--- src/rtl/serial_pkg.sv ---
// Shared types and defaults for the bit-serial adder/subtractor.
//   addsub_state_t     : control states of serial_addsub
//   DEFAULT_DATA_WIDTH : default operand/result width
package serial_pkg;

    typedef enum logic [1:0] {
        IDLE  = 2'd0,
        SHIFT = 2'd1,
        DONE  = 2'd2
    } addsub_state_t;

    localparam int unsigned DEFAULT_DATA_WIDTH = 8;

endpackage : serial_pkg

--- src/rtl/serial_addsub_full_adder.sv ---
// Single-bit combinational full adder used on the serial bit path.
//   a, b, cin : operand bits and carry in
//   s, cout   : sum bit and carry out
module full_adder (
    input  logic a,
    input  logic b,
    input  logic cin,
    output logic s,
    output logic cout
);

    assign s    = a ^ b ^ cin;
    assign cout = (a & b) | (a & cin) | (b & cin);

endmodule : full_adder

--- src/rtl/serial_addsub.sv ---
// Bit-serial two's-complement adder/subtractor, one bit per clock, LSB first.
// Subtraction is a + ~b + 1: b is inverted when latched and the carry starts at 1.
//   clk, rst_n           : clock, asynchronous active-low reset
//   in_valid, in_ready   : operand handshake (in_ready high only while idle)
//   a, b, sub            : operands and operation select (0: a+b, 1: a-b)
//   out_valid, out_ready : result handshake (result held until accepted)
//   result               : sum/difference modulo 2^DATA_WIDTH
//   carry_out            : carry out of the MSB stage (for sub, 1 means no borrow)
//   overflow             : signed overflow (carry into MSB xor carry out of MSB)
module serial_addsub
    import serial_pkg::*;
#(
    parameter int unsigned DATA_WIDTH = DEFAULT_DATA_WIDTH
) (
    input  logic                  clk,
    input  logic                  rst_n,
    input  logic                  in_valid,
    output logic                  in_ready,
    input  logic [DATA_WIDTH-1:0] a,
    input  logic [DATA_WIDTH-1:0] b,
    input  logic                  sub,
    output logic                  out_valid,
    input  logic                  out_ready,
    output logic [DATA_WIDTH-1:0] result,
    output logic                  carry_out,
    output logic                  overflow
);

    localparam int unsigned CNT_W = (DATA_WIDTH > 1) ? $clog2(DATA_WIDTH) : 1;
    localparam logic [CNT_W-1:0] LAST_BIT = CNT_W'(DATA_WIDTH - 1);

    addsub_state_t         state;
    logic [DATA_WIDTH-1:0] a_reg;
    logic [DATA_WIDTH-1:0] b_reg;
    logic [CNT_W-1:0]      cnt;
    logic                  carry;

    logic fa_s;
    logic fa_cout;

    // One adder stage, reused every cycle on the bit selected by cnt.
    full_adder u_fa (
        .a    (a_reg[cnt]),
        .b    (b_reg[cnt]),
        .cin  (carry),
        .s    (fa_s),
        .cout (fa_cout)
    );

    // Control FSM, bit counter and shift registers.
    always_ff @(posedge clk or negedge rst_n) begin
        if (!rst_n) begin
            state     <= IDLE;
            in_ready  <= 1'b1;
            out_valid <= 1'b0;
            result    <= '0;
            carry_out <= 1'b0;
            overflow  <= 1'b0;
            a_reg     <= '0;
            b_reg     <= '0;
            cnt       <= '0;
            carry     <= 1'b0;
        end else begin
            case (state)
                IDLE: begin
                    if (in_valid && in_ready) begin
                        a_reg    <= a;
                        b_reg    <= b ^ {DATA_WIDTH{sub}};
                        carry    <= sub;
                        cnt      <= '0;
                        in_ready <= 1'b0;
                        state    <= SHIFT;
                    end
                end
                SHIFT: begin
                    // Sum bits enter at the MSB so bit 0 lands in place after the last step.
                    result <= {fa_s, result[DATA_WIDTH-1:1]};
                    carry  <= fa_cout;
                    if (cnt == LAST_BIT) begin
                        // carry currently holds the carry into the MSB stage.
                        carry_out <= fa_cout;
                        overflow  <= carry ^ fa_cout;
                        out_valid <= 1'b1;
                        state     <= DONE;
                    end else begin
                        cnt <= cnt + CNT_W'(1);
                    end
                end
                DONE: begin
                    if (out_ready) begin
                        out_valid <= 1'b0;
                        in_ready  <= 1'b1;
                        state     <= IDLE;
                    end
                end
                default: begin
                    out_valid <= 1'b0;
                    in_ready  <= 1'b1;
                    state     <= IDLE;
                end
            endcase
        end
    end

endmodule : serial_addsub

--- config.mk ---
export PLATFORM = sky130hd
export DESIGN_NAME = serial_addsub
export DESIGN_NICKNAME = d
export VERILOG_FILES = /design/src/rtl/serial_pkg.sv /design/src/rtl/serial_addsub_full_adder.sv /design/src/rtl/serial_addsub.sv
export SDC_FILE = /design/constraint.sdc
export NUM_CORES = 1
export LEC_CHECK = 0
export CAP_MARGIN = 20
export CORE_UTILIZATION = 49
export DETAILED_ROUTE_END_ITERATION = 12
export GPL_TIMING_DRIVEN = 0
export MAX_ROUTING_LAYER = met4
export PLACE_DENSITY_LB_ADDON = 0.2
export SYNTH_ARGS = -nofsm -noshare
export SYNTH_HDL_FRONTEND = slang
export SYNTH_HIERARCHICAL = 1
export SYNTH_SLANG_ARGS = --single-unit
export TNS_END_PERCENT = 50
--- constraint.sdc ---
create_clock -name clk -period 2.75 [get_ports clk]
set_input_delay 0.55 -clock clk [delete_from_list [all_inputs] [get_ports clk]]
set_output_delay 0.55 -clock clk [all_outputs]
set_load 0.05 [all_outputs]
After elaboration in Yosys (flattened, before gate mapping)
Cells that the tools add are included.
Widths: inputs -> output; s select.
- flip-flop bits (word level): 34
- input bits: 21
- output and inout bits: 12
- word-level logic and storage cells: 59
- add/sub/neg operators: 1
- $lt $le $gt $ge: 1
- equal/unequal tests: 7
- multiplexer cells: 19
- bitwise operators: 11
- reduce and logical (&&, ||, !) cells: 10
- operators with widths (operator ; count):
    $reduce_and 3->1 ; 4
    $ne 2x2->1 const B ; 4
    $xor 8x8->8 ; 1
    $mux 1 ; 7
    $bmux 1 s3 ; 2
    $mux 2 ; 3
    $mux 3 ; 2
    $pmux 1 s3 ; 2
    $pmux 2 s3 ; 1
    $pmux 3 s2 ; 1
    $reduce_and 2->1 ; 3
    $lt 3x4->1 const B ; 1
    $add 3x1->3 const B ; 1
    $and 1x1->1 ; 3
    $eq 3x3->1 const B ; 1
    $xor 1x1->1 ; 3
    $eq 2x1->1 const B ; 1
    $eq 2x2->1 const B ; 1
    $logic_not 2->1 ; 1
    $not 1->1 ; 2
    $or 1x1->1 ; 2
    $pmux 1 s2 ; 1
    $reduce_bool 2->1 ; 1
    $logic_and 1x1->1 ; 1

Longest topological paths before layout
- depth in word-level cells: 6
- gate-level depth with buffers: 6
- gate-level depth less buffers: 5

Modules after synthesis
Netlist, hierarchy kept.
- by module, submodules not included (module ; times used ; cells each ; area each (µm²) ; sequential area each (µm²)):
    serial_addsub ; 1 ; 113 ; 1531.5 ; 852.1
    full_adder ; 1 ; 1 ; 20.0 ; 0.0

Least setup slack after synthesis
No wires, ideal clock.
- path kind: reg-to-reg
- start: register cnt[1]
- end: register carry_out
- setup time: 125 ps
- arrival time: 1996 ps
- slack: 629 ps
- stages on the path, launching flop included: 6
- buffers on the path: 1
- path through: dfrtp_1 > buf_2 > mux4_2 > mux2_2 > fa_1 > mux2_2
- word-level cells in the longest chain between the ends: 5
- elaborated cells on any way between the ends: 11
- classes of those cells: eq/ne: 1; mux: 4; bitwise: 5; reduce/logical: 1
- RTL lines (element ; RTL line ; text):
    start, declared ; serial_addsub.sv:35 ; logic [CNT_W-1:0] cnt;
    start signal, assigned ; serial_addsub.sv:86 ; cnt <= cnt + CNT_W'(1);
    $bmux 1 s3, on equally long branches ; serial_addsub.sv:43, serial_addsub.sv:44 ;
    $mux 1, on equally long branches ; serial_addsub.sv:43, serial_addsub.sv:44 ;
    $and 1x1->1 ; serial_addsub_full_adder.sv:13 ; assign cout = (a & b) | (a & cin) | (b & cin);
    $or 1x1->1 ; serial_addsub_full_adder.sv:13 ;
    $or 1x1->1 * ; serial_addsub_full_adder.sv:13 ;
    via fa_cout ; serial_addsub.sv:39 ; logic fa_cout;
    end signal, assigned ; serial_addsub.sv:81 ; carry_out <= fa_cout;
    end, declared ; serial_addsub.sv:25 ; output logic carry_out,
The timed path passes the listed nets; every way through them passes the cells marked *. The select of a mux whose other input is x is not followed.
A chain may end at the register's enable or synchronous reset.

Worst setup path after layout
- start: register cnt[1]
- end: register result[7]
- word-level cells in the longest chain between the ends: 4
- elaborated cells on any way between the ends: 6
- classes of those cells: mux: 4; bitwise: 2
- RTL lines (element ; RTL line ; text):
    $bmux 1 s3, on equally long branches ; serial_addsub.sv:43, serial_addsub.sv:44 ;
    $mux 1, on equally long branches ; serial_addsub.sv:43, serial_addsub.sv:44 ;
    $xor 1x1->1 * (2 in series) ; serial_addsub_full_adder.sv:12 ; assign s = a ^ b ^ cin;
    via fa_s ; serial_addsub.sv:38 ; logic fa_s;
    end signal, assigned ; serial_addsub.sv:77 ; result <= {fa_s, result[DATA_WIDTH-1:1]};
    end, declared ; serial_addsub.sv:24 ; output logic [DATA_WIDTH-1:0] result,
Marks and branches as above.

==> out/qor_table.md <==
| Item | This run | Unit |
| --- | --- | --- |
| Run status | finished clean | - |
| Peak per-stage delay on the critical path | 0.52 | ns |
| Number of ports placed on the die boundary | 33 | - |
| Sinks on the clock net | 34 | - |
| Area growth, synth to finish | 27.0 | % |
| Number of nets in the layout | 176 | - |
| Nets in the synthesized netlist | 138 | - |
| Top fanout value on the critical path | 5 | - |
| Startpoint types | flip-flop | - |
| Worst-case clock skew | 0.00648 | ns |
| Peak supply drop | 0.000646 | V |
| Number of standard cells after synthesis | 114 | - |
| Largest net degree at the start of global routing | 35 | - |
| Critical path capture point type | flip-flop | - |
| Die Ht | 58.3 | um |
| Clk slew on worst S/H paths | 0.09 | ns |
| Worst slew pin tran | 0.730 | ns |
| Antenna-violating nets left | 0 | - |
| Level count of the clock H-tree | 2 | - |
| Required time at the endpoint of the critical path | 2.97 | ns |
| Series of cell instances along the critical path | buf_2 -> mux4_2 -> mux2_2 -> fa_1 -> mux2_2 | - |
| Leakage component of the power | 0.853 | nW |
| Post-synthesis sequential area ratio | 54.9 | % |
| Gr ovfl total | 0 | - |
| Worst slew margin | 51.3 | % |
| Post-route cell area | 1970 | um2 |
| Final WL | 2.53 | mm |
| Die area | 3400 | um2 |
| Clock tree from TritonCTS | done | - |
| CTS Hold Buffers Added | 0 | - |
| Post-detailed-route via-to-cell ratio | 5.11 | - |
| Placed standard-cell area | 1910 | um2 |
| Die Span X | 58.3 | um |
| First-pass GRT wire length | 4.52 | mm |
| Total negative slack | 0 | ns |
| Unrepaired setup endpoints after global routing | no | - |
| Power density over the cells | 1120 | nW/um2 |
| Total power | 2.21 | mW |
| DR iter-0 viols | 34 | - |
| Area of the core region | 3030 | um2 |
| Portion of the clock cycle consumed by the worst path in the final layout | 82.0 | % |
| DRC | 0 | - |
| Category of the critical setup timing path | flip-flop to flip-flop | - |
| Gp weighted congestion | 0.734 | - |
| Later-pin clock latency in the skew report | 0.33 | ns |
| Most Frequent Cell on Critical Path | mux2_2 | - |
| Fraction of layout cells with a size suffix above 1 | 26.8 | % |
| Setup violators final | 0 | - |
| Path class of the lowest-slack min-delay path | input port to asynchronous set/reset pin | - |
| Crit-path leading delay family | multiplexers | - |
| Port Buf Inserts | 31 | - |
| Smallest hold slack | 0.268 | ns |
| Number of endpoints with negative hold slack in the final report | 0 | - |
| Number of antenna repair diodes | 0 | - |
| Fill count | 245 | - |
| Number of distinct library cells after synthesis | 23 | - |
| Flip-flop and latch count after synthesis | 34 | - |
| Via count of the first global-routing pass | 1043 | - |
| Combined buffer and inverter count along the critical path | 1 | - |
| Post-CTS setup buffer count | 0 | - |
| Max-cap violations | 0 | - |
| Global-route usage over all layers | 18.9 | % |
| Fmax achieved | 0.443 | GHz |
| Routed via count | 1006 | - |
| Number of antenna violations at the first check in global routing | 0 | - |
| Util after Layout | 65.1 | % |
| Number of resized instances in the post-cts repair step | 0 | - |
| Count of TritonRoute iterations in the first routing pass | 4 | - |
| Average detailed-routed wire length per instance | 12.9 | um |
| Mean instance size in the synthesized netlist | 13.6 | um2 |
| Standard-cell rows | 20 | - |
| Master of the slowest instance on the critical path | mux4_2 | - |
| Syn. warnings | 6 | - |
| Endpoint arrival time on the critical path | 2.48 | ns |
| Effective utilization at floorplan | 51.2 | % |
| Period minus WS final | 2.25 | ns |
| Root buf cell | clkbuf_4 | - |
| Inserted Clock Buffers | 5 | - |
| Clk buf depth | 2 | - |
| Post-detail-place hpwl | 1.86 | mm |
| Pins Over Slew Limit | 0 | - |
| Post-synth design cell area | 1550 | um2 |
cell type report:
type                            instances  area (um2)  share of cell area (%)
Timing Repair Buffer                   31         305                    15.5
Buffer                                  6        42.5                    2.16
Tap cell                               44        55.1                    2.79
Sequential cell                        34         852                    43.2
Inverter                                2        7.51                   0.381
Clock buffer                            8        58.8                    2.98
Multi-Input combinational cell         72         649                    33.0
layer usage:
layer / GRT usage [%] / vias to the layer above / share of wire (%)
met3: 4.69 / 8 / 3.9
met4: 9.18 / 0 / 1.8
li1: - / 477 / -
met2: 30.4 / 22 / 50
met5: - / - / 0
met1: 22.2 / 499 / 44
cells by family after synthesis:
| family | after synthesis | synth area share, % |
|---|---|---|
| buf+inv | 8 | 3.23 |
| fa+ha+maj | 3 | 2.90 |
| compound gates | 17 | 6.61 |
| xor+xnor | 9 | 5.08 |
| simple gates | 18 | 5.56 |
| mux | 25 | 21.7 |
| flops | 34 | 54.9 |
through the flow:
stage          worst slack [ns]  std cells
2_1_floorplan             0.629        114
3_3_place_gp              0.489        189
3_5_place_dp              0.489        189
4_1_cts                   0.467        197
5_1_grt                   0.382        197
6_report                  0.495        197
final timing paths:
| check | start | endpoint | slack, ns | cells after the start |
|---|---|---|---|---|
| max | cnt[1]$_DFFE_PN0P_ | result[7]$_DFFE_PN0P_ | 0.50 | 5 |
| max in group asynchronous | rst_n | b_reg[0]$_DFFE_PN0P_ | 2.01 | 1 |
| min in group clk | overflow$_DFFE_PN0P_ | overflow$_DFFE_PN0P_ | 0.50 | 2 |
| min | rst_n | state[1]$_DFFE_PN0P_ | 0.27 | 1 |
| min reg2reg | overflow$_DFFE_PN0P_ | overflow$_DFFE_PN0P_ | 0.50 | 2 |
| max reg2reg | cnt[1]$_DFFE_PN0P_ | result[7]$_DFFE_PN0P_ | 0.50 | 5 |
where the power goes:
part,internal (mW),total [mW],switching (mW)
combinational,0.533,1.07,0.539
clock,0.126,0.277,0.151
sequential,0.717,0.863,0.145
cell usage in the layout, fill, tap and decap left out, types with 2 or more instances in the layout:
cell type,netlist,routed
buf_2,4,5
dfrtp_1,33,33
mux2_2,17,17
xnor2_1,9,9
nand2_1,2,2
nor2_1,12,12
buf_6,2,2
clkbuf_4,0,5
ha_1,2,2
clkdlybuf4s50_1,0,30
inv_1,2,2
a21oi_1,11,11
clkbuf_1,0,2
mux2_4,3,3
mux4_2,4,4
a22o_2,2,2
o21ai_0,2,2
cell usage after synthesis:
master	number	area share [%]
fa_1	1	1.3
buf_6	2	1.5
mux4_2	4	5.8
nand3b_1	1	0.48
buf_2	4	1.3
ha_1	2	1.6
nand2_1	2	0.48
dfrtp_1	33	53
xnor2_1	9	5.1
nand2b_1	1	0.40
nor2_1	12	2.9
o21ai_0	2	0.65
a21oi_1	11	3.5
dfstp_2	1	1.7
and4bb_1	1	0.81
mux2_4	3	2.9
o22a_2	1	0.65
mux2i_1	1	0.65
inv_1	2	0.48
o31ai_1	1	0.48
a22o_2	2	1.3
mux2_2	17	12
nor3b_1	1	0.48
Note: power is estimated with default switching activity, not from simulation.
